File: src/rtl/hdbn_encoder_if.sv
// Stream-side bundle for the HDBn encoder: NRZ input strobe plus coded symbol / bipolar pulse output.
interface hdbn_encoder_if;
    logic       data_in;
    logic       in_valid;
    logic       ami_mode;
    logic [1:0] sym_out;
    logic       pos_out;
    logic       neg_out;
    logic       out_valid;

    modport master (
        output data_in, in_valid, ami_mode,
        input  sym_out, pos_out, neg_out, out_valid
    );

    modport slave (
        input  data_in, in_valid, ami_mode,
        output sym_out, pos_out, neg_out, out_valid
    );
endinterface

File: src/rtl/hdbn_encoder.sv
// HDBn line encoder: V/B substitution over a ZERO_RUN-deep symbol line, then AMI polarity on exit.
module hdbn_encoder #(
    parameter int ZERO_RUN  = 4,
    parameter bit FIRST_V_B = 1'b0
) (
    input logic           clk,
    input logic           rst_n,
    hdbn_encoder_if.slave bus
);
    localparam int FW = $clog2(ZERO_RUN + 1);
    localparam int RW = $clog2(ZERO_RUN);
    localparam logic [FW-1:0] FILL_FULL = FW'(ZERO_RUN);
    localparam logic [RW-1:0] RUN_LAST  = RW'(ZERO_RUN - 1);
    localparam logic [1:0] SYM_ZERO = 2'b00;
    localparam logic [1:0] SYM_ONE  = 2'b01;
    localparam logic [1:0] SYM_V    = 2'b11;
    localparam logic [1:0] SYM_B    = 2'b10;

    logic [1:0]    line_r [ZERO_RUN];
    logic [FW-1:0] fill_r;
    logic [RW-1:0] run_r;
    logic          parity_r;
    logic          first_v_r;
    logic          last_pol_r;
    logic [1:0]    sym_r;
    logic          pos_r;
    logic          neg_r;
    logic          valid_r;

    logic [1:0]    entry_s;
    logic [RW-1:0] run_nxt_s;
    logic          parity_nxt_s;
    logic          first_v_nxt_s;
    logic          b_ins_s;
    logic [1:0]    exit_s;
    logic          real_s;
    logic          pol_nxt_s;
    logic          pos_nxt_s;
    logic          neg_nxt_s;

    assign exit_s = line_r[ZERO_RUN-1];
    assign real_s = (fill_r == FILL_FULL);

    // Classify the incoming bit and decide on V/B substitution.
    always_comb begin
        entry_s       = SYM_ZERO;
        run_nxt_s     = run_r;
        parity_nxt_s  = parity_r;
        first_v_nxt_s = first_v_r;
        b_ins_s       = 1'b0;
        if (bus.ami_mode) begin
            entry_s      = bus.data_in ? SYM_ONE : SYM_ZERO;
            run_nxt_s    = '0;
            parity_nxt_s = 1'b0;
        end else if (bus.data_in) begin
            entry_s      = SYM_ONE;
            run_nxt_s    = '0;
            parity_nxt_s = ~parity_r;
        end else if (run_r == RUN_LAST) begin
            // The run's first zero is the oldest zero in the line and is moving into the last slot now.
            entry_s       = SYM_V;
            b_ins_s       = ~parity_r & (first_v_r | FIRST_V_B);
            run_nxt_s     = '0;
            parity_nxt_s  = 1'b0;
            first_v_nxt_s = 1'b1;
        end else begin
            entry_s   = SYM_ZERO;
            run_nxt_s = run_r + 1'b1;
        end
    end

    // Bipolar pulse for the exiting symbol; V repeats the previous mark's polarity.
    always_comb begin
        pol_nxt_s = last_pol_r;
        pos_nxt_s = 1'b0;
        neg_nxt_s = 1'b0;
        case (exit_s)
            SYM_ONE, SYM_B: begin
                pol_nxt_s = ~last_pol_r;
                pos_nxt_s = ~last_pol_r;
                neg_nxt_s = last_pol_r;
            end
            SYM_V: begin
                pos_nxt_s = last_pol_r;
                neg_nxt_s = ~last_pol_r;
            end
            default: begin
                pos_nxt_s = 1'b0;
                neg_nxt_s = 1'b0;
            end
        endcase
    end

    // Line shift, encoder state and registered outputs; everything freezes while in_valid is low.
    always_ff @(posedge clk) begin
        if (!rst_n) begin
            for (int k = 0; k < ZERO_RUN; k++) line_r[k] <= SYM_ZERO;
            fill_r     <= '0;
            run_r      <= '0;
            parity_r   <= 1'b0;
            first_v_r  <= 1'b0;
            last_pol_r <= 1'b0;
            sym_r      <= SYM_ZERO;
            pos_r      <= 1'b0;
            neg_r      <= 1'b0;
            valid_r    <= 1'b0;
        end else if (bus.in_valid) begin
            line_r[0] <= entry_s;
            for (int k = 1; k < ZERO_RUN; k++) line_r[k] <= line_r[k-1];
            if (b_ins_s) begin
                line_r[ZERO_RUN-1] <= SYM_B;
            end
            if (!real_s) begin
                fill_r <= fill_r + 1'b1;
            end
            run_r     <= run_nxt_s;
            parity_r  <= parity_nxt_s;
            first_v_r <= first_v_nxt_s;
            valid_r   <= real_s;
            if (real_s) begin
                sym_r      <= exit_s;
                pos_r      <= pos_nxt_s;
                neg_r      <= neg_nxt_s;
                last_pol_r <= pol_nxt_s;
            end
        end else begin
            valid_r <= 1'b0;
        end
    end

    assign bus.sym_out   = sym_r;
    assign bus.pos_out   = pos_r;
    assign bus.neg_out   = neg_r;
    assign bus.out_valid = valid_r;
endmodule

File: src/flat_wrapper.sv
// flat-port wrapper written by rule: the top's interface ports become plain ports
module hdbn_encoder_flat 
#(
    parameter int ZERO_RUN  = 4,
    parameter bit FIRST_V_B = 1'b0
)
  (clk, rst_n, bus_data_in, bus_in_valid, bus_ami_mode, bus_sym_out, bus_pos_out, bus_neg_out, bus_out_valid);
  hdbn_encoder_if bus_i ();
  input logic clk;
  input logic rst_n;
  input wire logic [$bits(bus_i.data_in)-1:0] bus_data_in;
  input wire logic [$bits(bus_i.in_valid)-1:0] bus_in_valid;
  input wire logic [$bits(bus_i.ami_mode)-1:0] bus_ami_mode;
  output wire logic [$bits(bus_i.sym_out)-1:0] bus_sym_out;
  output wire logic [$bits(bus_i.pos_out)-1:0] bus_pos_out;
  output wire logic [$bits(bus_i.neg_out)-1:0] bus_neg_out;
  output wire logic [$bits(bus_i.out_valid)-1:0] bus_out_valid;
  assign bus_i.data_in = bus_data_in;
  assign bus_i.in_valid = bus_in_valid;
  assign bus_i.ami_mode = bus_ami_mode;
  assign bus_sym_out = bus_i.sym_out;
  assign bus_pos_out = bus_i.pos_out;
  assign bus_neg_out = bus_i.neg_out;
  assign bus_out_valid = bus_i.out_valid;
  hdbn_encoder #(.ZERO_RUN(ZERO_RUN), .FIRST_V_B(FIRST_V_B)) u_core (.clk(clk), .rst_n(rst_n), .bus(bus_i));
endmodule
File: config.mk
export PLATFORM = sky130hd
export DESIGN_NAME = hdbn_encoder_flat
export DESIGN_NICKNAME = d
export VERILOG_FILES = /design/src/rtl/hdbn_encoder_if.sv /design/src/rtl/hdbn_encoder.sv /design/src/flat_wrapper.sv
export SDC_FILE = /design/constraint.sdc
export NUM_CORES = 1
export LEC_CHECK = 0
export ABC_AREA = 1
export CAP_MARGIN = 20
export CORE_MARGIN = 2
export CORE_UTILIZATION = 57
export CTS_CLUSTER_SIZE = 40
export DETAILED_ROUTE_END_ITERATION = 6
export PLACE_DENSITY = 0.8
export SYNTH_ARGS = -nofsm -noshare
export SYNTH_HDL_FRONTEND = slang
export SYNTH_SLANG_ARGS = --single-unit
File: constraint.sdc
create_clock -name clk -period 2.2 [get_ports clk]
set_input_delay 0.22 -clock clk [delete_from_list [all_inputs] [get_ports clk]]
set_output_delay 0.22 -clock clk [all_outputs]
set_load 0.02 [all_outputs]
==> impl_metrics.csv, run 1 <==
group,metric,value,unit
floorplan,die_area,2000,µm²
route,wl_per_cell,11.0,µm
floorplan,core,1520,µm²
sta,worst_pin_slew,429,ps
floorplan,fp.dieH,44.7,µm
route,ant_nets,0,
route,via_count,722,
pwr,intPower,510,µW
route,viasPerCell,5.27,
placement,dp_cells,133,
placement,io_buffers,9,
route,post-route-drc-count,0,
final_layout,area_delta_synth_final,12.6,%
worst_setup_path,path_cells,"clkdlybuf4s50_1",
cts,cts_sinks,21,
pwr,p_total,676,µW
synth,syn_avg_cell_area,8.59,µm²
hold_path,hp-class,"reg -> reg",
pwr,ir_drop,0.496,mV
sta,setup_violations,0,
global_route,antenna_found_initial,0,
synth,synth_nets,119,
sta,finClkSkew,2.03,ps
cts,clk_pin_slew,110,ps
sta,max_slew_margin,71.3,%
route,wl,1510,µm
pwr,pwr-share-seq,62.9,%
worst_setup_path,path_class,"reg -> out",
worst_setup_path,worstPathMaxFanout,2,
synth,syn-cell-area,945,µm²
synth,seq_area_frac_synth,53.0,%
global_route,grt_start_max_net_pins,13,
pwr,total_leakage_power,0.000434,µW
sta,hold_viol,0,
worst_setup_path,start_kind,"register",
final_layout,diodes,0,
cts,ctsResizeCount,0,
route,firstDrtPassIters,4,
sta,setup-tns-final,0,ps
placement,hpwl,1170,µm
synth,ys_seq_elements,21,
cts,post_cts_buffers,0,
cts,clock_path_buffers,2,
sta,fin_crit,1480,ps
cts,cts_root_buffer,"clkbuf_4",
sta,clock.fmax,673,MHz
final_layout,num-fill-cells,131,
final_layout,drive_gt1_share,14.9,%
pwr,comb_power_share,9.3,%
worst_setup_path,required,1980,ps
placement,place_area,1040,µm²
global_route,grt_pass1_wl,2690,µm
worst_setup_path,max_stage_delay,610,ps
sta,hold_slack,463,ps
cts,cts-hold-fix-buffers,0,
sta,timing.final.crit_share,67.5,%
job,max-cap-violations,0,
pwr,p_per_area,636,nW/µm²
global_route,grt_use_total,19.3,%
worst_setup_path,cp.arrival,1260,ps
sta,maxSlewViolCount,0,
final_layout,fin_area,1060,µm²
floorplan,start_util,62.0,%
route,drtIter0Drc,13,
cts,worstSkewPairLatency,310,ps
pwr,p_sw_share,24.6,%
worst_setup_path,slowest_stage,"clkdlybuf4s50_1",
synth,netlist_instances,110,
worst_setup_path,endpoint_kind,"primary output",
floorplan,num_io_pins,10,
global_route,overflow,0,
sta,rsz0062_at_grt,"false",
cts,cts_made_buffers,3,
pwr,p_clk_share,27.7,%
cts,htree_levels,1,
pwr,switchingPower,166,µW
synth,synth_warnings,0,
cts,tritoncts,"built",
synth,synthDistinctLibCells,19,
floorplan,die_x,44.7,µm
worst_setup_path,critPathBufInv,1,
floorplan,rows,14,
global_route,first_global_vias,674,
worst_setup_path,path_delay_family,"buffers and inverters",
outcome,status,"finished, final reports clean",
final_layout,nets,131,
final_layout,instances_no_fill,137,
placement,gp_congestion,0.765,
==> worst paths after layout <==
path | startpoint | end | slack [ps] | cells after the start
worst max-delay path | u_core.bus.sym_out[0] | bus_sym_out[0] | 720 | 1
worst min-delay path | u_core.first_v_r | u_core.first_v_r | 460 | 2
worst max register to register | u_core.line_r[3][1] | u_core.last_pol_r | 1010 | 5
worst min register to register | u_core.first_v_r | u_core.first_v_r | 460 | 2
==> sequential cells by signal (all words and copies together), names as in the netlist <==
register and count:
u_core.line_r 8, u_core.fill_r 3, u_core.bus.sym_out 2, u_core.run_r 2
u_core.bus.neg_out 1, u_core.bus.out_valid 1, u_core.bus.pos_out 1, u_core.first_v_r 1
u_core.last_pol_r 1, u_core.parity_r 1
==> synthesized netlist by cell type, drive strengths merged <==
| cell type | count | area, µm² |
|---|---|---|
| a21oi | 9 | 60.1 |
| buf | 2 | 18.8 |
| dfxtp | 13 | 260 |
| edfxtp | 8 | 240 |
| ha | 4 | 50.1 |
| inv | 13 | 48.8 |
| nand2 | 32 | 133 |
| nand3 | 5 | 30.0 |
| nand4 | 1 | 6.26 |
| nor2 | 17 | 66.3 |
| o21ai | 5 | 25.0 |
| o22ai | 1 | 6.26 |
==> power groups by stage <==
stage / logic [µW] / clock network, µW / registers, µW
floorplan: 47.5 / 0 / 433
CTS: 63.9 / 191 / 426
finish: 63.1 / 188 / 426
detailed placement: 63.5 / 0 / 435
global route: 73.0 / 209 / 427
global placement: 60.3 / 0 / 434
==> logic make-up (layout without fill, tap and decap cells) <==
family                     Yosys count  count (layout)  synth area share [%]
AOI/OAI and AO/OA                   15              15                  9.67
adders and majority gates            4               4                  5.30
buffers and inverters               15              26                  7.15
DFF                                 21              21                  53.0
and+or+nand+nor                     55              55                  24.9
==> metal layers <==
| layer | share of wire (%) | track usage, % | wire (µm) | vias up |
|---|---|---|---|---|
| li1 | - | - | - | 374 |
| met1 | 46 | 24.6 | 696 | 328 |
| met2 | 48 | 29.9 | 723 | 15 |
| met3 | 3.1 | 3.60 | 46 | 5 |
| met4 | 2.5 | 12.7 | 38 | 0 |
| met5 | 0 | 0 | 0 | - |
==> layout make-up <==
type / instances / area [µm²] / share of cell area [%]
sequential: 21 / 500 / 47.1
multi-input combinational: 74 / 377 / 35.4
timing repair buffer: 9 / 90.1 / 8.47
inverter: 13 / 48.8 / 4.59
clock buffer: 3 / 22.5 / 2.12
tap: 16 / 20.0 / 1.88
clock inverter: 1 / 5.00 / 0.471
==> cell usage in the layout, fill, tap and decap left out, drive strengths merged <==
| cell | n |
|---|---|
| nand3 | 5 |
| nand4 | 1 |
| dfxtp | 13 |
| a21oi | 9 |
| clkinv | 1 |
| clkdlybuf4s50 | 9 |
| o22ai | 1 |
| inv | 13 |
| ha | 4 |
| o21ai | 5 |
| nand2 | 32 |
| nor2 | 17 |
| edfxtp | 8 |
| clkbuf | 3 |
==> metrics by stage <==
stage / worst slack, ps / utilization [%]
after global routing: 642 / 69.8
after global placement: 575 / 68.0
final: 715 / 69.8
after floorplan: 1150 / -
after CTS: 688 / 69.8
after detailed placement: 521 / 68.0
Power figures use the tool's default switching activity.
==> run 2, diff against run 1 <==
Settings changed: CORE_UTILIZATION 57 to 53, PLACE_DENSITY 0.8 to 0.75.
Clock period 2.2 ns to 1.5 ns, I/O delays scaled along.
==> impl_metrics.csv, run 2 (synthesized netlist as in run 1, its figures left out) <==
group,metric,value,unit
placement,hpwl,1140,µm
worst_setup_path,max_stage_delay,600,ps
placement,gp_congestion,0.778,
global_route,antenna_found_initial,0,
route,wl_per_cell,9.80,µm
pwr,p_per_area,904,nW/µm²
floorplan,start_util,55.3,%
cts,post_cts_buffers,0,
cts,cts_root_buffer,"clkbuf_4",
job,max-cap-violations,0,
hold_path,hp-class,"reg -> reg",
sta,maxSlewViolCount,0,
route,ant_nets,0,
worst_setup_path,slowest_stage,"clkdlybuf4s50_1",
sta,worst_pin_slew,299,ps
final_layout,nets,134,
final_layout,diodes,0,
route,drtIter0Drc,9,
placement,place_area,1070,µm²
sta,finClkSkew,3.47,ps
cts,worstSkewPairLatency,300,ps
cts,cts_made_buffers,3,
sta,max_slew_margin,80.0,%
global_route,first_global_vias,612,
sta,fin_crit,1400,ps
route,post-route-drc-count,0,
route,viasPerCell,4.70,
global_route,grt_use_total,16.2,%
floorplan,rows,15,
sta,setup_violations,0,
outcome,status,"finished, final reports clean",
worst_setup_path,endpoint_kind,"primary output",
cts,cts-hold-fix-buffers,0,
sta,rsz0062_at_grt,"false",
floorplan,num_io_pins,10,
floorplan,die_x,46.2,µm
floorplan,fp.dieH,46.2,µm
route,firstDrtPassIters,4,
final_layout,reg.largest.list,"u_core.line_r (8), u_core.fill_r (3)",
cts,tritoncts,"built",
placement,place_ws,77.7,ps
final_layout,largest_reg_flops,8,
global_route,grt_start_max_net_pins,12,
worst_setup_path,path_cells,"clkdlybuf4s50_1",
worst_setup_path,path_delay_family,"buffers and inverters",
sta,hold_viol,0,
sta,clock.fmax,717,MHz
final_layout,drive_gt1_share,16.1,%
worst_setup_path,worstPathMaxFanout,2,
cts,ctsResizeCount,0,
placement,io_buffers,9,
global_route,overflow,0,
cts,cts_sinks,21,
route,via_count,701,
cts,clk_pin_slew,110,ps
floorplan,core,1710,µm²
worst_setup_path,path_class,"reg -> out",
sta,timing.final.crit_share,93.0,%
final_layout,area_delta_synth_final,16.0,%
worst_setup_path,critPathBufInv,1,
final_layout,top_register,"u_core.line_r",
worst_setup_path,required,1350,ps
cts,htree_levels,1,
cts,clock_path_buffers,2,
final_layout,fin_area,1100,µm²
sta,setup-tns-final,0,ps
final_layout,final_core_util,64.2,%
final_layout,final_common_cell,"nand2_1",
final_layout,final_cell_mix,"nand2_1, nor2_1, dfxtp_1, clkdlybuf4s50_1",
route,wl,1460,µm
floorplan,die_area,2140,µm²
worst_setup_path,start_kind,"register",
pwr,ir_drop,0.649,mV
worst_setup_path,cp.arrival,1250,ps
pwr,total_leakage_power,0.000446,µW
global_route,grt_pass1_wl,2410,µm
sta,timing.final.ws_setup,105,ps
[run 2: changes by cell type in the layout (fill, tap and decap cells not counted), sizes merged]
cell and delta:
clkbuf +1, clkinv -1, buf +3
[run 2: layer usage]
metal	vias to the layer above	global-route usage [%]	part of all wire, %
li1	381	-	-
met1	307	19.9	47
met3	2	3.53	3.1
met4	0	8.57	0.41
met2	11	26.4	49
met5	-	0	0
[run 2: path summary, 6_finish.rpt]
kind | from | endpoint | slack (ps) | cells past startpoint
worst max-delay path | u_core.bus.pos_out | bus_pos_out | 100 | 1
worst min-delay path | u_core.first_v_r | u_core.first_v_r | 460 | 2
worst max register to register | u_core.line_r[3][0] | u_core.last_pol_r | 350 | 5
worst min register to register | u_core.first_v_r | u_core.first_v_r | 460 | 2
[run 2: power breakdown]
part           internal, µW  switching, µW
sequential              614           11.0
combinational          39.8           58.4
clock                   104            164
[run 2: final cells by class]
class,count,area [µm²]
fillers,152,612
flip-flops and latches,21,500
multi-input cells,74,377
repair buffers,12,113
inverters,13,48.8
well taps,25,31.3
clock buffers,4,26.3
[run 2: through the flow]
step           instances  total power [µW]  hold WS (ps)
2_1_floorplan        110               705           332
3_3_place_gp         145               733           455
3_5_place_dp         145               736           448
4_1_cts              149               998           463
5_1_grt              149              1040           477
6_report             149               990           463
==> run 3, diff against run 2 <==
Settings changed: SLEW_MARGIN set to 10.
Clock period 1.5 ns to 1.3 ns, I/O delays scaled along.
==> impl_metrics.csv, run 3 (synthesized netlist as in run 1, its figures left out) <==
group,metric,value,unit
final_layout,area.sequential,500,µm²
global_route,met3_usage,3.53,%
route,drtIter0Drc,17,
cts,clk_pin_slew,120,ps
final_layout,diodes,0,
sta,timing.final.ws_setup,150,ps
pwr,total_leakage_power,0.000506,µW
floorplan,fp.dieH,46.2,µm
floorplan,num_io_pins,10,
placement,hpwl,1210,µm
cts,clock_path_buffers,2,
outcome,status,"finished, final reports clean",
cts,cts-hold-fix-buffers,0,
route,via_count,747,
sta,fin_crit,1150,ps
final_layout,num-fill-cells,154,
cts,htree_levels,1,
sta,hold_viol,0,
placement,gp_congestion,0.790,
sta,worst_pin_slew,309,ps
pwr,ir_drop,0.837,mV
floorplan,start_util,55.3,%
worst_setup_path,start_kind,"register",
floorplan,core,1710,µm²
job,max-cap-violations,0,
final_layout,reg.largest.list,"u_core.line_r (8), u_core.fill_r (3)",
final_layout,multi_input_area,377,µm²
global_route,first_global_vias,653,
route,post-route-drc-count,0,
placement,io_buffers,9,
final_layout,area_delta_synth_final,21.1,%
cts,cts_sinks,21,
worst_setup_path,endpoint_kind,"register",
worst_setup_path,worstPathMaxFanout,3,
route,wl,1560,µm
global_route,antenna_found_initial,0,
route,ant_nets,0,
worst_setup_path,path_class,"reg -> reg",
sta,rsz0062_at_grt,"false",
worst_setup_path,required,1540,ps
sta,max_slew_margin,79.3,%
worst_setup_path,cp.arrival,1390,ps
final_layout,final_common_cell,"nand2_1",
global_route,grt.met1_usage,21.8,%
cts,worstSkewPairLatency,300,ps
floorplan,die_area,2140,µm²
sta,maxSlewViolCount,0,
cts,cts_root_buffer,"clkbuf_4",
pwr,p_per_area,1020,nW/µm²
final_layout,final_cell_mix,"nand2_1, nor2_1, dfxtp_1, buf_4",
floorplan,rows,15,
floorplan,die_x,46.2,µm
final_layout,top_register,"u_core.line_r",
global_route,top_usage_layer,"met2",
sta,setup_violations,0,
cts,tritoncts,"built",
route,firstDrtPassIters,4,
cts,post_cts_buffers,0,
route,viasPerCell,4.79,
global_route,overflow,0,
global_route,grt_use_total,17.5,%
cts,cts_made_buffers,3,
final_layout,nets,141,
final_layout,largest_reg_flops,8,
route,wl_per_cell,9.99,µm
final_layout,drive_gt1_share,21.4,%
final_layout,final_core_util,67.0,%
sta,clock.fmax,870,MHz
global_route,grtUsageMet2,27.8,%
global_route,grt_start_max_net_pins,13,
placement,place_ws,-41.2,ps
sta,finClkSkew,9.19,ps
hold_path,hp-class,"reg -> reg",
global_route,grt_pass1_wl,2590,µm
sta,timing.final.crit_share,88.4,%
## run 3: cell types whose count changed in the layout (fill, tap and decap cells not counted)
| cell | delta |
|---|---|
| buf_4 | +7 |
| clkdlybuf4s50_1 | -5 |
| dlygate4sd2_1 | +5 |
| clkbuf_1 | -1 |
| clkinv_2 | +1 |
## run 3: power by group
group	internal (µW)	switching (µW)	leakage, µW
clock network	115	197	0.0000177
logic	58.6	70.7	0.000294
registers	708	12.9	0.000194
## run 3: critical path: stages (launching register included)
cell	delay (ps)
edfxtp_1	410
ha_1	330
nand2_1	70
nor2_1	90
nand2_1	50
a21oi_1	130
## run 3: layer usage
metal | wire length, µm | part of all wire, % | up-vias
met1 | 749 | 48 | 330
met2 | 711 | 46 | 19
li1 | - | - | 392
met3 | 50 | 3.2 | 6
met4 | 48 | 3.1 | 0
met5 | 0 | 0 | -
## run 3: stage by stage
stage	hold slack (ps)	cells	total power (µW)	cell area (µm²)	TNS, ps
finish	469	156	1160	1140	0
global route	498	156	1220	1140	0
CTS	467	156	1170	1140	0
detailed placement	451	152	866	1120	-199
global placement	452	152	861	1120	-60.0
floorplan	312	110	813	945	0
## run 3: final cells by class
type / instances / share of cell area (%)
Tap cell: 25 / 2.74
Clock inverter: 1 / 0.438
Sequential cell: 21 / 43.8
Multi-Input combinational cell: 74 / 32.9
Clock buffer: 3 / 1.97
Inverter: 13 / 4.27
Timing Repair Buffer: 19 / 13.9
## run 3: repair_timing
action,CTS,global route
endpoints found under the hold margin,0,0
resized for setup,5,0
setup endpoints to repair,5,0
## run 3: worst paths after layout
path,slack (ps),cells past startpoint,to,startpoint
max,150,5,u_core.last_pol_r,u_core.line_r[3][0]
min reg2reg,470,2,u_core.first_v_r,u_core.first_v_r
min,470,2,u_core.first_v_r,u_core.first_v_r
max reg2reg,150,5,u_core.last_pol_r,u_core.line_r[3][0]
